`config.mk`:
```
export PLATFORM = sky130hd
export DESIGN_NAME = regfile_scoreboard_flat
export DESIGN_NICKNAME = d
export VERILOG_FILES = /design/src/rtl/regfile_scoreboard_if.sv /design/src/rtl/regfile_scoreboard.sv /design/src/flat_wrapper.sv
export SDC_FILE = /design/constraint.sdc
export NUM_CORES = 2
export LEC_CHECK = 0
export BUFFER_PORTS_ARGS = -buffer_cell sky130_fd_sc_hd__buf_2
export CORE_UTILIZATION = 60
export DETAILED_ROUTE_END_ITERATION = 6
export HOLD_SLACK_MARGIN = 0.1
export PLACE_DENSITY = 0.83
export SETUP_SLACK_MARGIN = 0.15
export SLEW_MARGIN = 30
export SYNTH_ARGS = -nofsm -noshare
export SYNTH_HDL_FRONTEND = slang
export SYNTH_SLANG_ARGS = --single-unit
```
`constraint.sdc`:
```
create_clock -name clk -period 5 [get_ports clk]
set_input_delay 0.75 -clock clk [delete_from_list [all_inputs] [get_ports clk]]
set_output_delay 0.75 -clock clk [all_outputs]
set_load 0.02 [all_outputs]
```
`src/rtl/regfile_scoreboard_if.sv`:
```
// Decode/writeback-side bundle for the register file: read ports, write port, reservation port.
// The design uses the slave modport. The driver of reads, writes and reservations uses master.
interface regfile_scoreboard_if #(
    parameter int XLEN  = 32,
    parameter int NREGS = 32,
    parameter int NREAD = 2
);
    localparam int AW = $clog2(NREGS);

    logic [NREAD*AW-1:0]   rd_addr;
    logic [NREAD*XLEN-1:0] rd_data;
    logic [NREAD-1:0]      rd_busy;
    logic                  wr_en;
    logic [AW-1:0]         wr_addr;
    logic [XLEN-1:0]       wr_data;
    logic [XLEN/8-1:0]     wr_be;
    logic                  rsv_en;
    logic [AW-1:0]         rsv_addr;
    logic                  rsv_ok;
    logic [NREGS-1:0]      busy_vec;

    modport master (
        output rd_addr, wr_en, wr_addr, wr_data, wr_be, rsv_en, rsv_addr,
        input  rd_data, rd_busy, rsv_ok, busy_vec
    );

    modport slave (
        input  rd_addr, wr_en, wr_addr, wr_data, wr_be, rsv_en, rsv_addr,
        output rd_data, rd_busy, rsv_ok, busy_vec
    );
endinterface

```
`src/rtl/regfile_scoreboard.sv`:
```
// Parametrised integer register file with byte-enabled writes and optional write-to-read bypass.
// It also keeps a per-register busy scoreboard for destinations that are still in flight.
module regfile_scoreboard #(
    parameter int XLEN     = 32,
    parameter int NREGS    = 32,
    parameter int NREAD    = 2,
    parameter int ZERO_REG = 1,
    parameter int BYPASS   = 1
) (
    input  logic clk,
    input  logic rst_n,
    regfile_scoreboard_if.slave bus
);
    localparam int AW     = $clog2(NREGS);
    localparam int NBYTES = XLEN / 8;

    logic [XLEN-1:0]       regs [NREGS];
    logic [NREGS-1:0]      busy;
    logic [NREGS-1:0]      busy_nxt;
    logic                  wr_act;
    logic                  wr_hit;
    logic                  rsv_zero;
    logic                  rsv_ok;
    logic [XLEN-1:0]       wr_merged;
    logic [AW-1:0]         ra;
    logic                  byp;
    logic [NREAD*XLEN-1:0] rd_data_c;
    logic [NREAD-1:0]      rd_busy_c;

    function automatic logic [XLEN-1:0] merge_bytes(input logic [XLEN-1:0]   old_word,
                                                    input logic [XLEN-1:0]   new_word,
                                                    input logic [NBYTES-1:0] be);
        logic [XLEN-1:0] res;
        res = old_word;
        for (int k = 0; k < NBYTES; k++) begin
            if (be[k]) res[k*8 +: 8] = new_word[k*8 +: 8];
        end
        return res;
    endfunction

    // A write presented while reset is held must not be visible, not even through the bypass.
    assign wr_act    = bus.wr_en & rst_n;
    assign wr_hit    = wr_act && !(ZERO_REG != 0 && bus.wr_addr == '0);
    assign wr_merged = merge_bytes(regs[bus.wr_addr], bus.wr_data, bus.wr_be);

    assign rsv_zero  = (ZERO_REG != 0) && (bus.rsv_addr == '0);
    assign rsv_ok    = bus.rsv_en & ~busy[bus.rsv_addr] & ~rsv_zero;

    // The clear from the write is applied first, so an accepted reservation of the same register wins.
    always_comb begin
        busy_nxt = busy;
        if (wr_act) busy_nxt[bus.wr_addr] = 1'b0;
        if (rsv_ok) busy_nxt[bus.rsv_addr] = 1'b1;
        if (ZERO_REG != 0) busy_nxt[0] = 1'b0;
    end

    always_ff @(posedge clk or negedge rst_n) begin
        if (!rst_n) begin
            busy <= '0;
            for (int r = 0; r < NREGS; r++) regs[r] <= '0;
        end else begin
            busy <= busy_nxt;
            if (wr_hit) regs[bus.wr_addr] <= wr_merged;
        end
    end

    always_comb begin
        rd_data_c = '0;
        rd_busy_c = '0;
        ra        = '0;
        byp       = 1'b0;
        for (int i = 0; i < NREAD; i++) begin
            ra  = bus.rd_addr[i*AW +: AW];
            byp = (BYPASS != 0) && wr_hit && (ra == bus.wr_addr);
            if (ZERO_REG != 0 && ra == '0) begin
                rd_data_c[i*XLEN +: XLEN] = '0;
                rd_busy_c[i]              = 1'b0;
            end else if (byp) begin
                rd_data_c[i*XLEN +: XLEN] = wr_merged;
                rd_busy_c[i]              = 1'b0;
            end else begin
                rd_data_c[i*XLEN +: XLEN] = regs[ra];
                rd_busy_c[i]              = busy[ra];
            end
        end
    end

    assign bus.rd_data  = rd_data_c;
    assign bus.rd_busy  = rd_busy_c;
    assign bus.rsv_ok   = rsv_ok;
    assign bus.busy_vec = busy;
endmodule

```
`src/flat_wrapper.sv`:
```
// flat-port wrapper written by rule: the top's interface ports become plain ports
module regfile_scoreboard_flat 
#(
    parameter int XLEN     = 32,
    parameter int NREGS    = 32,
    parameter int NREAD    = 2,
    parameter int ZERO_REG = 1,
    parameter int BYPASS   = 1
)
  (clk, rst_n, bus_rd_addr, bus_wr_en, bus_wr_addr, bus_wr_data, bus_wr_be, bus_rsv_en, bus_rsv_addr, bus_rd_data, bus_rd_busy, bus_rsv_ok, bus_busy_vec);
  regfile_scoreboard_if #(.XLEN(XLEN), .NREGS(NREGS), .NREAD(NREAD)) bus_i ();
  input  logic clk;
  input  logic rst_n;
  input wire logic [$bits(bus_i.rd_addr)-1:0] bus_rd_addr;
  input wire logic [$bits(bus_i.wr_en)-1:0] bus_wr_en;
  input wire logic [$bits(bus_i.wr_addr)-1:0] bus_wr_addr;
  input wire logic [$bits(bus_i.wr_data)-1:0] bus_wr_data;
  input wire logic [$bits(bus_i.wr_be)-1:0] bus_wr_be;
  input wire logic [$bits(bus_i.rsv_en)-1:0] bus_rsv_en;
  input wire logic [$bits(bus_i.rsv_addr)-1:0] bus_rsv_addr;
  output wire logic [$bits(bus_i.rd_data)-1:0] bus_rd_data;
  output wire logic [$bits(bus_i.rd_busy)-1:0] bus_rd_busy;
  output wire logic [$bits(bus_i.rsv_ok)-1:0] bus_rsv_ok;
  output wire logic [$bits(bus_i.busy_vec)-1:0] bus_busy_vec;
  assign bus_i.rd_addr = bus_rd_addr;
  assign bus_i.wr_en = bus_wr_en;
  assign bus_i.wr_addr = bus_wr_addr;
  assign bus_i.wr_data = bus_wr_data;
  assign bus_i.wr_be = bus_wr_be;
  assign bus_i.rsv_en = bus_rsv_en;
  assign bus_i.rsv_addr = bus_rsv_addr;
  assign bus_rd_data = bus_i.rd_data;
  assign bus_rd_busy = bus_i.rd_busy;
  assign bus_rsv_ok = bus_i.rsv_ok;
  assign bus_busy_vec = bus_i.busy_vec;
  regfile_scoreboard #(.XLEN(XLEN), .NREGS(NREGS), .NREAD(NREAD), .ZERO_REG(ZERO_REG), .BYPASS(BYPASS)) u_core (.clk(clk), .rst_n(rst_n), .bus(bus_i));
endmodule
```
==> results.yml <==
sta:
  finalSetupViolCount: 0
  setup_tns_ns: 0
  tightest_slew_ns: 1.101
  fmax_ghz: 0.2040
  setup_ws_ns: 0.09706
  whs_ns: 0.4262
  finalHoldViolations: 0
  max_slew_margin_pct: 26.31
  slew_violations: 0
  skew_ns: 0.04745
  grt_setup_unrepaired: "false"
  period_share_pct: 98.06
  final.min_clock_period_ns: 4.903
synth:
  ys_ff_latch: 1055
  avgSynthCellArea_um2: 12.25
  synth_edf_count: 0
  synthArstFlopShare_pct: 100.0
  ys_seq_area_share_pct: 41.15
  yosysWarningCount: 0
  syn-cell-area_mm2: 0.06416
  synthFlopType: "dfrtp_1"
  syn_nets: 5296
  syn_inst: 5236
  ys_types: 71
worst_setup_path:
  path_class: "input pin to output port"
  critPathRequiredTime_ns: 4.25
  crit_arrival_ns: 4.15
  end_kind: "output port"
  start_kind: "input pin"
  r2r_slack_ns: 2.22
  critical_path.max_fanout: 27
layout:
  fillers: 7018
  final_common_cell: "dfrtp_1"
  instances_no_fill: 6577
  drive_above_1_share_pct: 32.85
  multi_input_area_mm2: 0.03564
  nets: 5156
  seq_area_mm2: 0.02640
  area_delta_synth_final_pct: 9.817
  layout_common_cells: "dfrtp_1 (1,055), nand2_1 (745), mux4_2 (713)"
  postLayoutCellArea_mm2: 0.07046
global_routing:
  antenna_found_initial: 6
  grt_first_pass_wirelength_um: 340500
  grt_start_max_net_pins: 174
  grt_pass1_vias: 52200
  grt_overflow_total: 0
  track_usage_pct: 42.86
detailed_routing:
  wl_per_cell_um: 34.97
  drtPass1Iterations: 7
  vias: 52500
  wl_um: 230000
  ant_nets: 0
  post-route-drc-count: 33
  via_per_inst: 7.982
  initialDrtViolationCount: 9465
clock_tree:
  clock_path_buffers: 3
  cts.sinks: 1055
  path_clk_slew_ns: 0.06
  htreeDepth: 3
  clk_latency_ns: 0.74
  cts_post_setup_buffers_inserted: 0
  numCtsBuffers: 112
  root_buffer: "clkbuf_16"
  cts_tree: "yes"
die:
  num_rows: 119
  design.core.area_mm2: 0.1057
  ioPinCount: 159
  die_h_um: 329
  die_area_mm2: 0.1082
  initial_core_util_pct: 60.69
  fp.dieW_um: 329
power_and_ir_drop:
  p_leak_nw: 30.36
  ir_worst_vdd_uv: 307.6
  powerDensity_mw_per_mm2: 348.7
run_status:
  status: "complete, but fails checks"
  violations: "DRC"
placed_design:
  portBuffers: 157
  dp_cells: 6368
  pre_cts_ws_ns: 0.4788
  routabilityCongestion: 0.9522
  hpwl_um: 130400
  dpl_cell_area_mm2: 0.06645
flow_run:
  maxCapViolations: 0
hold_path:
  hp-class: "flip-flop to flip-flop"
[stage by stage]
stage / power [mW] / utilization, %
final: 24.57 / 66.65
after CTS: 24.29 / 66.48
after global placement: 15.32 / 62.66
after floorplan: 13.83 / -
after detailed placement: 15.59 / 62.85
after global routing: 25.21 / 66.64
[cell usage after synthesis, types with 5 or more instances]
cell | n | area [um2]
dfrtp_1 | 1055 | 26400
nand2_1 | 776 | 2913
mux4_2 | 713 | 16060
o21ai_0 | 624 | 3123
mux2_2 | 395 | 4448
clkbuf_1 | 373 | 1400
mux2i_1 | 351 | 3513
buf_2 | 141 | 705.7
a22oi_1 | 69 | 518.0
o22ai_1 | 65 | 406.6
nor2_1 | 62 | 232.7
o211ai_1 | 61 | 457.9
a21oi_1 | 57 | 285.3
buf_1 | 40 | 150.1
nor2b_1 | 37 | 231.5
nand3_1 | 34 | 170.2
a32o_1 | 31 | 310.3
o31ai_1 | 31 | 232.7
a211oi_1 | 26 | 195.2
buf_4 | 23 | 172.7
and3_1 | 22 | 137.6
buf_6 | 22 | 247.7
nor4_1 | 18 | 112.6
a41o_1 | 16 | 160.2
a221oi_1 | 15 | 131.4
nor3_1 | 15 | 75.07
inv_1 | 14 | 52.55
a2111oi_0 | 12 | 105.1
a221o_1 | 11 | 110.1
o21ai_1 | 10 | 50.05
xor2_1 | 10 | 87.58
a211o_1 | 9 | 78.83
a32oi_1 | 8 | 70.07
a22o_1 | 6 | 52.55
and2_1 | 5 | 31.28
and3b_1 | 5 | 43.79
[critical path, cell delays in order]
cell     delay, ns
buf_2         0.50
buf_4         0.32
and2_1        0.19
nor2b_4       0.66
a21oi_1       0.21
a32oi_2       0.76
a221o_1       0.49
buf_2         0.24
[cell type report]
type                    instances  area share (%)
multi-input cells            3565           50.59
flip-flops and latches       1055           37.47
clock buffers                 149           4.491
repair buffers                345           3.926
well taps                    1391           2.470
clock inverters                50          0.9394
inverters                      17         0.09767
diodes                          5         0.01776
[report_power, final]
| part | leakage (nW) | total (mW) | internal (mW) | switching, mW |
|---|---|---|---|---|
| Combinational | 14.3 | 5.11 | 2.44 | 2.67 |
| Sequential | 14.2 | 10.6 | 9.52 | 1.12 |
| Clock | 1.87 | 8.82 | 5.11 | 3.71 |
[layer usage]
layer	part of all wire (%)	vias up	global-route usage, %	wire length [um]
met2	42	5453	58.99	96010
met5	0.035	-	0	81
met1	31	25620	51.86	71560
li1	-	19760	-	-
met4	9.5	10	32.40	21910
met3	18	1652	20.98	40410
[timing repair]
item,CTS,global route
hold buffers,1,0
hold endpoints to repair,32,0
resized for setup,0,1
setup endpoints to repair,0,1
[path summary, 6_finish.rpt]
kind                            cells past startpoint              start                      to
worst max-delay path                                8     bus_wr_addr[4]         bus_rd_data[40]
worst min-delay path                                0  u_core.regs[1016]       u_core.regs[1016]
worst max register to register                      6   u_core.regs[127]        u_core.regs[703]
worst min register to register                      0  u_core.regs[1016]       u_core.regs[1016]
max in group asynchronous                           6              rst_n  u_core.bus.busy_vec[2]
min in group asynchronous                           2              rst_n        u_core.regs[193]
[flip-flops by register name, indices dropped and copies added, names as in the netlist]
| signal | flops |
|---|---|
| u_core.bus.busy_vec | 31 |
| u_core.regs | 1024 |
[cells by family (layout without fill, tap and decap cells)]
| logic type | count (synthesis) | count (layout) | share of synthesized area (%) |
|---|---|---|---|
| XOR/XNOR | 10 | 10 | 0.1365 |
| other | 1 | 6 | 0.005845 |
| flip-flops | 1055 | 1055 | 41.15 |
| AO/OA/AOI/OAI | 1083 | 1083 | 10.33 |
| multiplexers | 1459 | 1459 | 37.44 |
| buffers and inverters | 616 | 561 | 4.271 |
| AND/OR/NAND/NOR | 1012 | 1012 | 6.670 |
Power figures use the tool's default switching activity.
